$ cat config.mk
export PLATFORM = sky130hd
export DESIGN_NAME = can_stuff_ctrl_flat
export DESIGN_NICKNAME = d
export VERILOG_FILES = /design/src/rtl/can_stuff_ctrl_if.sv /design/src/rtl/can_stuff_ctrl.sv /design/src/flat_wrapper.sv
export SDC_FILE = /design/constraint.sdc
export NUM_CORES = 1
export LEC_CHECK = 0
export BUFFER_PORTS_ARGS = -buffer_cell sky130_fd_sc_hd__buf_2
export CAP_MARGIN = 20
export CORE_MARGIN = 3
export CORE_UTILIZATION = 53
export DETAILED_ROUTE_END_ITERATION = 16
export PLACE_DENSITY = 0.84
export SKIP_CTS_REPAIR_TIMING = 1
export SYNTH_ARGS = -nofsm -noshare
export SYNTH_HDL_FRONTEND = slang
export SYNTH_SLANG_ARGS = --single-unit
export TNS_END_PERCENT = 50
$ cat constraint.sdc
create_clock -name clk -period 2.6 [get_ports clk]
set_input_delay 0.26 -clock clk [delete_from_list [all_inputs] [get_ports clk]]
set_output_delay 0.26 -clock clk [all_outputs]
set_load 0.02 [all_outputs]
$ cat src/rtl/can_stuff_ctrl_if.sv
// Sample-side and decoder-side signals of the CAN bit-stuffing sequencer.
// The sampler/checker side uses master; the sequencer itself uses slave.
interface can_stuff_ctrl_if;
  logic       SP;
  logic       RX;
  logic       STF_ERR;
  logic       F_STF;
  logic       STUFF_BIT;
  logic       BIT_VALID;
  logic       BIT_OUT;
  logic [6:0] BIT_IDX;
  logic       IDE_OUT;
  logic [3:0] DLC;
  logic       FRAME_OK;
  logic       ERR;
  logic       BUSY;

  modport master (
    output SP, RX, STF_ERR,
    input  F_STF, STUFF_BIT, BIT_VALID, BIT_OUT, BIT_IDX,
           IDE_OUT, DLC, FRAME_OK, ERR, BUSY
  );

  modport slave (
    input  SP, RX, STF_ERR,
    output F_STF, STUFF_BIT, BIT_VALID, BIT_OUT, BIT_IDX,
           IDE_OUT, DLC, FRAME_OK, ERR, BUSY
  );
endinterface

$ cat src/rtl/can_stuff_ctrl.sv
// CAN frame sequencer for the destuffing path: tracks bus idle, SOF and field
// positions, removes stuff bits, and gates the stuff-error checker.
module can_stuff_ctrl #(
  parameter int IDLE_BITS = 11,
  parameter int TAIL_BITS = 10,
  parameter int ERR_HOLD  = 6
) (
  input logic             clk,
  input logic             reset,
  can_stuff_ctrl_if.slave bus
);
  localparam int CNT_MAX = (IDLE_BITS > TAIL_BITS)
                           ? ((IDLE_BITS > ERR_HOLD) ? IDLE_BITS : ERR_HOLD)
                           : ((TAIL_BITS > ERR_HOLD) ? TAIL_BITS : ERR_HOLD);
  localparam int CNT_W = (CNT_MAX > 1) ? $clog2(CNT_MAX) : 1;

  localparam logic [2:0] WAIT_IDLE = 3'd0;
  localparam logic [2:0] IDLE      = 3'd1;
  localparam logic [2:0] STUFFED   = 3'd2;
  localparam logic [2:0] TAIL      = 3'd3;
  localparam logic [2:0] ERROR     = 3'd4;

  logic [2:0]       state;
  logic [CNT_W-1:0] cnt;
  logic [6:0]       idx;
  logic [2:0]       run;
  logic             last;
  logic             crc_done;
  logic             rtr_q;
  logic             ide_q;
  logic [3:0]       dlc_q;
  logic             stuff_bit_q;
  logic             bit_valid_q;
  logic             bit_out_q;
  logic             frame_ok_q;
  logic             err_q;

  logic [6:0] idx_inc;
  logic [2:0] run_nxt;
  logic [6:0] crc_last;
  logic [6:0] dlc_base;
  logic [6:0] dlc_off;
  logic       in_dlc;

  function automatic logic [6:0] sat_inc(input logic [6:0] v);
    return (v == 7'd127) ? v : v + 7'd1;
  endfunction

  // Index of the final CRC bit, from the header fields latched so far.
  function automatic logic [6:0] crc_last_idx(input logic ide, input logic rtr,
                                              input logic [3:0] dlc);
    logic [3:0] n;
    n = rtr ? 4'd0 : ((dlc > 4'd8) ? 4'd8 : dlc);
    return (ide ? 7'd53 : 7'd33) + {n, 3'b000};
  endfunction

  assign idx_inc  = sat_inc(idx);
  assign run_nxt  = (bus.RX == last) ? run + 3'd1 : 3'd1;
  assign crc_last = crc_last_idx(ide_q, rtr_q, dlc_q);
  assign dlc_base = ide_q ? 7'd35 : 7'd15;
  assign dlc_off  = idx_inc - dlc_base;
  assign in_dlc   = (dlc_off < 7'd4);

  always_ff @(posedge clk or negedge reset) begin
    if (!reset) begin
      state       <= WAIT_IDLE;
      cnt         <= '0;
      idx         <= '0;
      run         <= '0;
      last        <= 1'b0;
      crc_done    <= 1'b0;
      rtr_q       <= 1'b0;
      ide_q       <= 1'b0;
      dlc_q       <= '0;
      stuff_bit_q <= 1'b0;
      bit_valid_q <= 1'b0;
      bit_out_q   <= 1'b0;
      frame_ok_q  <= 1'b0;
      err_q       <= 1'b0;
    end else begin
      stuff_bit_q <= 1'b0;
      bit_valid_q <= 1'b0;
      frame_ok_q  <= 1'b0;
      err_q       <= 1'b0;
      // An external stuff error wins over, and swallows, a coincident sample.
      if (state == STUFFED && bus.STF_ERR) begin
        state    <= ERROR;
        cnt      <= '0;
        crc_done <= 1'b0;
        err_q    <= 1'b1;
      end else if (bus.SP) begin
        case (state)
          WAIT_IDLE: begin
            if (!bus.RX) begin
              cnt <= '0;
            end else if (cnt == CNT_W'(IDLE_BITS - 1)) begin
              state <= IDLE;
              cnt   <= '0;
            end else begin
              cnt <= cnt + CNT_W'(1);
            end
          end
          IDLE: begin
            if (!bus.RX) begin
              state       <= STUFFED;
              idx         <= '0;
              run         <= 3'd1;
              last        <= 1'b0;
              crc_done    <= 1'b0;
              bit_valid_q <= 1'b1;
              bit_out_q   <= 1'b0;
            end
          end
          STUFFED: begin
            if (run == 3'd5) begin
              if (bus.RX != last) begin
                stuff_bit_q <= 1'b1;
                run         <= 3'd1;
                last        <= bus.RX;
                if (crc_done) begin
                  state    <= TAIL;
                  cnt      <= '0;
                  crc_done <= 1'b0;
                end
              end else begin
                state    <= ERROR;
                cnt      <= '0;
                crc_done <= 1'b0;
                err_q    <= 1'b1;
              end
            end else begin
              run         <= run_nxt;
              last        <= bus.RX;
              idx         <= idx_inc;
              bit_valid_q <= 1'b1;
              bit_out_q   <= bus.RX;
              // Index 12 is SRR in extended frames; RTR is overwritten at 32.
              if (idx_inc == 7'd12) rtr_q <= bus.RX;
              if (idx_inc == 7'd13) ide_q <= bus.RX;
              if (ide_q && idx_inc == 7'd32) rtr_q <= bus.RX;
              if (in_dlc) dlc_q[~dlc_off[1:0]] <= bus.RX;
              if (idx_inc == crc_last) begin
                if (run_nxt == 3'd5) begin
                  crc_done <= 1'b1;
                end else begin
                  state <= TAIL;
                  cnt   <= '0;
                end
              end
            end
          end
          TAIL: begin
            idx         <= idx_inc;
            bit_valid_q <= 1'b1;
            bit_out_q   <= bus.RX;
            if (cnt == CNT_W'(TAIL_BITS - 1)) begin
              frame_ok_q <= 1'b1;
              state      <= IDLE;
              cnt        <= '0;
            end else begin
              cnt <= cnt + CNT_W'(1);
            end
          end
          ERROR: begin
            if (cnt == CNT_W'(ERR_HOLD - 1)) begin
              state <= WAIT_IDLE;
              cnt   <= '0;
            end else begin
              cnt <= cnt + CNT_W'(1);
            end
          end
          default: begin
            state <= WAIT_IDLE;
            cnt   <= '0;
          end
        endcase
      end
    end
  end

  assign bus.F_STF     = (state == STUFFED);
  assign bus.BUSY      = (state == STUFFED) || (state == TAIL) || (state == ERROR);
  assign bus.STUFF_BIT = stuff_bit_q;
  assign bus.BIT_VALID = bit_valid_q;
  assign bus.BIT_OUT   = bit_out_q;
  assign bus.BIT_IDX   = idx;
  assign bus.IDE_OUT   = ide_q;
  assign bus.DLC       = dlc_q;
  assign bus.FRAME_OK  = frame_ok_q;
  assign bus.ERR       = err_q;
endmodule

$ cat src/flat_wrapper.sv
// flat-port wrapper written by rule: the top's interface ports become plain ports
module can_stuff_ctrl_flat 
#(
  parameter int IDLE_BITS = 11,
  parameter int TAIL_BITS = 10,
  parameter int ERR_HOLD  = 6
)
  (clk, reset, bus_SP, bus_RX, bus_STF_ERR, bus_F_STF, bus_STUFF_BIT, bus_BIT_VALID, bus_BIT_OUT, bus_BIT_IDX, bus_IDE_OUT, bus_DLC, bus_FRAME_OK, bus_ERR, bus_BUSY);
  can_stuff_ctrl_if bus_i ();
  input logic clk;
  input logic reset;
  input wire logic [$bits(bus_i.SP)-1:0] bus_SP;
  input wire logic [$bits(bus_i.RX)-1:0] bus_RX;
  input wire logic [$bits(bus_i.STF_ERR)-1:0] bus_STF_ERR;
  output wire logic [$bits(bus_i.F_STF)-1:0] bus_F_STF;
  output wire logic [$bits(bus_i.STUFF_BIT)-1:0] bus_STUFF_BIT;
  output wire logic [$bits(bus_i.BIT_VALID)-1:0] bus_BIT_VALID;
  output wire logic [$bits(bus_i.BIT_OUT)-1:0] bus_BIT_OUT;
  output wire logic [$bits(bus_i.BIT_IDX)-1:0] bus_BIT_IDX;
  output wire logic [$bits(bus_i.IDE_OUT)-1:0] bus_IDE_OUT;
  output wire logic [$bits(bus_i.DLC)-1:0] bus_DLC;
  output wire logic [$bits(bus_i.FRAME_OK)-1:0] bus_FRAME_OK;
  output wire logic [$bits(bus_i.ERR)-1:0] bus_ERR;
  output wire logic [$bits(bus_i.BUSY)-1:0] bus_BUSY;
  assign bus_i.SP = bus_SP;
  assign bus_i.RX = bus_RX;
  assign bus_i.STF_ERR = bus_STF_ERR;
  assign bus_F_STF = bus_i.F_STF;
  assign bus_STUFF_BIT = bus_i.STUFF_BIT;
  assign bus_BIT_VALID = bus_i.BIT_VALID;
  assign bus_BIT_OUT = bus_i.BIT_OUT;
  assign bus_BIT_IDX = bus_i.BIT_IDX;
  assign bus_IDE_OUT = bus_i.IDE_OUT;
  assign bus_DLC = bus_i.DLC;
  assign bus_FRAME_OK = bus_i.FRAME_OK;
  assign bus_ERR = bus_i.ERR;
  assign bus_BUSY = bus_i.BUSY;
  can_stuff_ctrl #(.IDLE_BITS(IDLE_BITS), .TAIL_BITS(TAIL_BITS), .ERR_HOLD(ERR_HOLD)) u_core (.clk(clk), .reset(reset), .bus(bus_i));
endmodule
==> results of run 1 <==
==> per-layer routing <==
metal,vias up,GRT usage,share of wire,routed length [um]
li1,919,-,-,-
met1,867,0.2630,0.44,2087
met2,41,0.3368,0.50,2350
met3,6,0.04604,0.041,194
met4,0,0.08085,0.014,68
met5,-,0,0,0
==> where the power goes <==
part           internal (mW)  switching (mW)  total [mW]
Clock                  0.282           0.185       0.466
Sequential             0.579          0.0953       0.674
Combinational          0.470           0.705        1.17
Total                   1.33           0.985        2.32
==> worst max-delay path by stage <==
| stage | to | startpoint | slack (ns) | cells after the start |
|---|---|---|---|---|
| 6_report | u_core.bus.DLC[0] | u_core.bus.BIT_IDX[1] | 0.13 | 10 |
| 5_1_grt | u_core.bus.DLC[0] | u_core.bus.BIT_IDX[1] | 0.03 | 10 |
| 4_1_cts | u_core.bus.DLC[0] | u_core.bus.BIT_IDX[2] | 0.08 | 9 |
| 3_5_place_dp | u_core.bus.DLC[0] | u_core.bus.BIT_IDX[2] | 0.09 | 9 |
| 3_3_place_gp | u_core.bus.DLC[0] | u_core.bus.BIT_IDX[2] | 0.17 | 9 |
| 2_1_floorplan | u_core.bus.DLC[0] | u_core.bus.BIT_IDX[0] | -0.05 | 10 |
==> cells in the final DEF, fill, tap and decap left out, drive strengths merged, types with 2 or more instances in the layout <==
cell | Yosys | layout
a211oi | 3 | 3
a21o | 3 | 3
a21oi | 8 | 8
a31oi | 4 | 4
and2 | 7 | 7
and3 | 3 | 3
buf | 2 | 36
clkbuf | 5 | 5
clkinv | 0 | 2
dfrtp | 30 | 30
ha | 13 | 13
inv | 16 | 16
mux2 | 9 | 9
mux2i | 3 | 3
nand2 | 20 | 20
nand2b | 6 | 6
nand3 | 13 | 13
nand3b | 2 | 2
nand4 | 2 | 2
nor2 | 15 | 15
nor2b | 5 | 5
nor3 | 7 | 7
nor3b | 5 | 5
nor4b | 2 | 2
o211ai | 2 | 2
o21ai | 21 | 21
or2 | 5 | 5
xnor2 | 5 | 5
xor2 | 4 | 4
==> cell families (layout without fill, tap and decap cells) <==
group,Yosys count,after routing,synth area share
AND/OR/NAND/NOR,98,98,0.2675
XOR/XNOR,9,9,0.03616
buffers and inverters,24,60,0.05568
flip-flops,30,30,0.3444
multiplexers,12,12,0.06028
adder cells (fa/ha/maj),13,13,0.07463
AO/OA/AOI/OAI,53,53,0.1613
==> sequential cells by signal (all words and copies together) (netlist names) <==
register	count
u_core.rtr_q	1
u_core.bus.DLC	4
u_core.bus.FRAME_OK	1
u_core.crc_done	1
u_core.cnt	4
u_core.bus.ERR	1
u_core.run	3
u_core.state	3
u_core.bus.BIT_OUT	1
u_core.bus.IDE_OUT	1
u_core.bus.BIT_VALID	1
u_core.bus.BIT_IDX	7
u_core.last	1
u_core.bus.STUFF_BIT	1
==> worst max-delay path, delay by kind of cell, from the launching register on <==
family,cells,cell delay [ns]
AOI/OAI and AO/OA,2,0.54
adders and majority gates,2,0.33
buffers and inverters,1,0.04
DFF,1,0.38
muxes,1,0.32
and+or+nand+nor,4,0.74
==> through the flow <==
stage / setup TNS, ns / instance area [um^2] / setup slack (ns)
global placement: 0 / 2437 / 0.1705
CTS: 0 / 2546 / 0.08455
floorplan: -0.05449 / 2228 / -0.05331
finish: 0 / 2547 / 0.1256
detailed placement: 0 / 2437 / 0.08908
global route: 0 / 2547 / 0.03180
==> area by class of cell <==
cell class	instances	area, um^2	area share
inverter	16	60.06	0.02358
sequential	30	754.5	0.2962
timing repair buffer	36	212.7	0.08350
clock buffer	5	68.82	0.02701
clock inverter	3	40.04	0.01572
tap	48	60.06	0.02358
multi-input combinational	185	1351	0.5305
==> reports/results.txt, run 1 <==
Status - complete, no violations
Largest net degree at the start of global routing - 31
Flops & latches, synth - 30
Worst setup SP type - register
Crit path DAT - 2.65 ns
Power Density - 909.0 nW/um^2
Area delta synth->final - 16.88%
Post-route clock period utilization - 0.9517
Gpl congestion - 0.8846
Final cell count without fillers - 323
Vias in the first global route - 1772
Critical path type - reg -> reg
Row count - 22
Most frequent cell after synthesis - dfrtp_1
Post-synth design cell area - 2180 um^2
Clock transition at path regs - 0.07 ns
Post-synth ARST share - 1.000
Reg2Reg Launch Point - u_core.bus.BIT_IDX[1]
Die W - 70.13 um
Critical path's most frequent cell - ha_4
Clk_skew - 0.005759 ns
CP Capture Type - register
Clk_lat worst skew - 0.29 ns
Share of cells above drive strength 1 - 0.2909
Final Hold Fails - 0
Drt total wl - 4.700 mm
Worst Path Required - 2.77 ns
Post-synth top area share - 0.3444
Flop2flop setup slack - 0.13 ns
TritonRoute pass-1 iters - 4
All-Layer GR Usage - 0.2059
Max-Cap Viols - 0
Area leader, netlist - dfrtp_1
Post-synthesis sequential area ratio - 0.3444
Core Region - 3799 um^2
Io pins - 24
CTS Sinks - 30
Max incr delay on CP - 0.38 ns
Synth Net Count - 257
Root Buffer - clkbuf_8
VDD IR max - 493.0 uV
# placed instances - 315
Area contributors post-synth - dfrtp_1, ha_1, o21ai_0
Final Power - 2.316 mW
Synth cell count leaders - dfrtp_1, nand2_1, o21ai_0, inv_1, nor2_1
FILL cells - 313
Starting Density - 0.5738
Antenna Nets Post-Route - 0
Grt ovf - 0
Drc violations - 0
Nets - 292
Port buffer count - 23
CTS tree - yes
Warnings, synthesis - 0
# diodes - 0
Mapped Cells - 239
Final setup vio count - 0
Die Y - 70.13 um
H-tree Lvls - 2
Post-synth EDFFs - 0
RSZ-0062 raised after global routing - false
F_max - 404.1 MHz
Syn Area/Cell - 9.120 um^2
Vias - 1833
Antenna violations before repair - 0
Critical-path cell list - ha_4, nand2_4, or2_0, a21oi_4, ha_4, inv_1, a221o_1, and2b_2, nor3b_2, mux2_4
Worst hold path type - in -> async
DIE AREA - 4918 um^2
Post-synth top flop - dfrtp_1
Vias per inst - 5.675
Detail Placement HPWL - 3.575 mm
First-pass GRT wire length - 8.114 mm
Slew HR - 0.5355
Maximum clock insertion buffer count - 2
Final Util - 0.6706
Slew at the pin with the worst max-slew slack - 0.6967 ns
CP max stage cell - dfrtp_2
RR Endpoint - u_core.bus.DLC[0]
Hold slack - 0.009618 ns
Leak - 1.216 nW
Pins over their slew limit - 0
Crit-path max FO - 5
Cts bufs inserted - 5
Drt first-iter violations - 136
Yosys cell types - 60
Path depth of the worst reg2reg path - 10
Wire length per cell - 14.55 um
Fin crit period - 2.474 ns
(Power assumes the default switching activity.)
==> run 2: changes to the inputs <==
Settings changed: CAP_MARGIN 20 to 40, CORE_MARGIN 3 to not set, CORE_UTILIZATION 53 to 46, PLACE_DENSITY 0.84 to 0.76.
==> run 2 against run 1 <==
- non-clock buffer count is the same
- combinational power is essentially flat
- worst hold slack lost 0.0071 ns
- sequential power is essentially flat
- global-route usage grew 0.41 points
- critical endpoint unchanged
==> reports/results.txt, run 2 (synthesis results as in run 1) <==
Grt ovf - 0 (unchanged)
Area delta synth->final - 17.68%
Pint - 1.335 mW (+0.31%)
Post-route clock period utilization - 0.9592 (+0.007490)
Post-DP Area - 2442 um^2 (+0.21%)
Max reg flops - 7 (unchanged)
Clk_lat worst skew - 0.28 ns (about the same)
VDD IR max - 750.7 uV (+52%)
GR Util met2 - 0.3504 (+0.01360)
Max incr delay on CP - 0.44 ns (+0.06 ns)
Antenna Nets Post-Route - 0 (unchanged)
Maximum clock insertion buffer count - 2 (unchanged)
H-tree Lvls - 2 (unchanged)
Detail Placement HPWL - 3.667 mm (+2.6%)
Reg2Reg Launch Point - u_core.bus.BIT_IDX[2]
Sw Share - 0.4230 (-0.002227)
Worst hold path type - in -> async
Drc violations - 0 (unchanged)
Top Usage Layer GRT - met2
Max-Cap Viols - 0 (unchanged)
Final Hold Fails - 0 (unchanged)
Final cell count without fillers - 327 (+1.2%)
Gpl congestion - 0.8485 (-4.1%)
TritonRoute pass-1 iters - 10 (+6)
Vias - 1831 (-0.11%)
Port buffer count - 23 (unchanged)
Nets - 292 (unchanged)
Fin crit period - 2.494 ns (+0.01947 ns)
Cts bufs inserted - 5 (unchanged)
Die Y - 70.84 um (+1.0%)
Share of cells above drive strength 1 - 0.2945 (+0.003636)
# diodes - 0 (unchanged)
Pins over their slew limit - 0 (unchanged)
All-Layer GR Usage - 0.2100 (+0.004130)
Switch Pwr - 0.9788 mW (-0.60%)
Global Route met3 Usage - 0.04131 (-0.004733)
Starting Density - 0.4904 (-0.08335)
Io pins - 24 (unchanged)
Wire length per cell - 14.75 um (+1.4%)
Vias in the first global route - 1729 (-2.4%)
# placed instances - 319 (+1.3%)
DIE AREA - 5018 um^2 (+2.0%)
Commonest non-fill, non-tap cell in the layout - dfrtp_1
RSZ-0062 raised after global routing - false
Worst Path Required - 2.77 ns (about the same)
Worst Setup SP - u_core.bus.BIT_IDX[2]
Clk pwr share - 0.201 (about the same)
Clock transition at path regs - 0.07 ns (about the same)
Row count - 24 (+9.1%)
Vias per inst - 5.599 (-1.3%)
Root Buffer - clkbuf_8
Crit path max-delay family - simple AND/OR/NAND/NOR gates
Post-route cell area - 2565 um^2 (+0.69%)
Combinational cell fraction of total power - 0.507 (about the same)
Most frequent cells in the layout - dfrtp_1, buf_2, o21ai_0, nand2_1, inv_1
Worst setup SP type - register
Antenna violations before repair - 0 (unchanged)
CTS Sinks - 30 (unchanged)
Crit-path max FO - 9 (+4)
Clk_skew - 0.007634 ns (+0.001875 ns)
Final Util - 0.5771 (-0.09348)
Critical-path cell list - nand4_2, or2_0, a21oi_4, ha_4, inv_1, a221o_1, and2b_2, nor3b_2, mux2_4
Leak - 1.213 nW (-0.24%)
CP max stage cell - dfrtp_2
Slew HR - 0.5566 (+0.02102)
F_max - 401.0 MHz (-0.78%)
Drt first-iter violations - 80 (-41%)
Core Region - 4444 um^2 (+17%)
CP Capture Type - register
GR Layer Usage met1 - 0.2702 (+0.007156)
Crit path DAT - 2.66 ns (about the same)
Largest net degree at the start of global routing - 31 (unchanged)
Power Density - 902.1 nW/um^2 (-0.76%)
Status - complete, no violations
Die W - 70.84 um (+1.0%)
Drt total wl - 4.823 mm (+2.6%)
Slew at the pin with the worst max-slew slack - 0.6652 ns (-0.03153 ns)
CTS tree - yes
First-pass GRT wire length - 8.217 mm (+1.3%)
Critical path type - reg -> reg
Final setup vio count - 0 (unchanged)
Part of the power in registers - 0.292 (about the same)
CP bufs+invs - 1 (unchanged)
[run 2: cell counts in the layout (fill, tap and decap cells not counted)]
No cell type changed its count.
[run 2: final cells by class]
cell class / count / area, um^2
inverter: 16 / 60.06
clock inverter: 3 / 40.04
fill: 413 / 1879
timing repair buffer: 36 / 212.7
tap: 52 / 65.06
multi-input combinational: 185 / 1364
sequential: 30 / 754.5
clock buffer: 5 / 68.82
[run 2: metrics by stage]
step	setup TNS [ns]	hold slack, ns	power (mW)	setup WS [ns]
3_5_place_dp	0	0.3592	1.848	0.07015
5_1_grt	0	0.07093	2.494	0.001384
4_1_cts	0	0.03908	2.330	0.05297
3_3_place_gp	0	0.3295	1.822	0.1699
2_1_floorplan	-0.05449	-0.03559	1.530	-0.05331
6_report	0	0.002509	2.314	0.1061
[run 2: worst paths after layout]
| kind | cells after the start | endpoint | slack (ns) |
|---|---|---|---|
| setup / recovery | 9 | u_core.bus.DLC[0] | 0.11 |
| hold / removal | 1 | u_core.bus.DLC[1] | 0.003 |
| max in group asynchronous | 1 | u_core.bus.BIT_IDX[1] | 2.12 |
| hold reg to reg | 2 | u_core.last | 0.50 |
| min in group clk | 3 | u_core.bus.FRAME_OK | 0.29 |
| setup reg to reg | 9 | u_core.bus.DLC[0] | 0.11 |
[run 2: power by group through the flow]
stage                     Clock [mW]  Sequential, mW  Combinational, mW
after floorplan                    0           0.748              0.782
after CTS                      0.483           0.674               1.17
final                          0.464           0.676               1.17
after detailed placement           0           0.683               1.16
after global placement             0           0.675               1.15
after global routing           0.499           0.688               1.31
[run 2: layer usage]
layer | vias up | share of wire
li1 | 913 | -
met1 | 870 | 0.46
met2 | 42 | 0.49
met3 | 6 | 0.037
met4 | 0 | 0.012
met5 | - | 0
[run 2: worst reg2reg max path: cells and delay by family (launching register included)]
kind,cells,cell delay [ns]
AOI/OAI and AO/OA,2,0.54
DFF,1,0.44
adders and majority gates,1,0.15
buffers and inverters,1,0.05
and+or+nand+nor,4,0.90
muxes,1,0.31
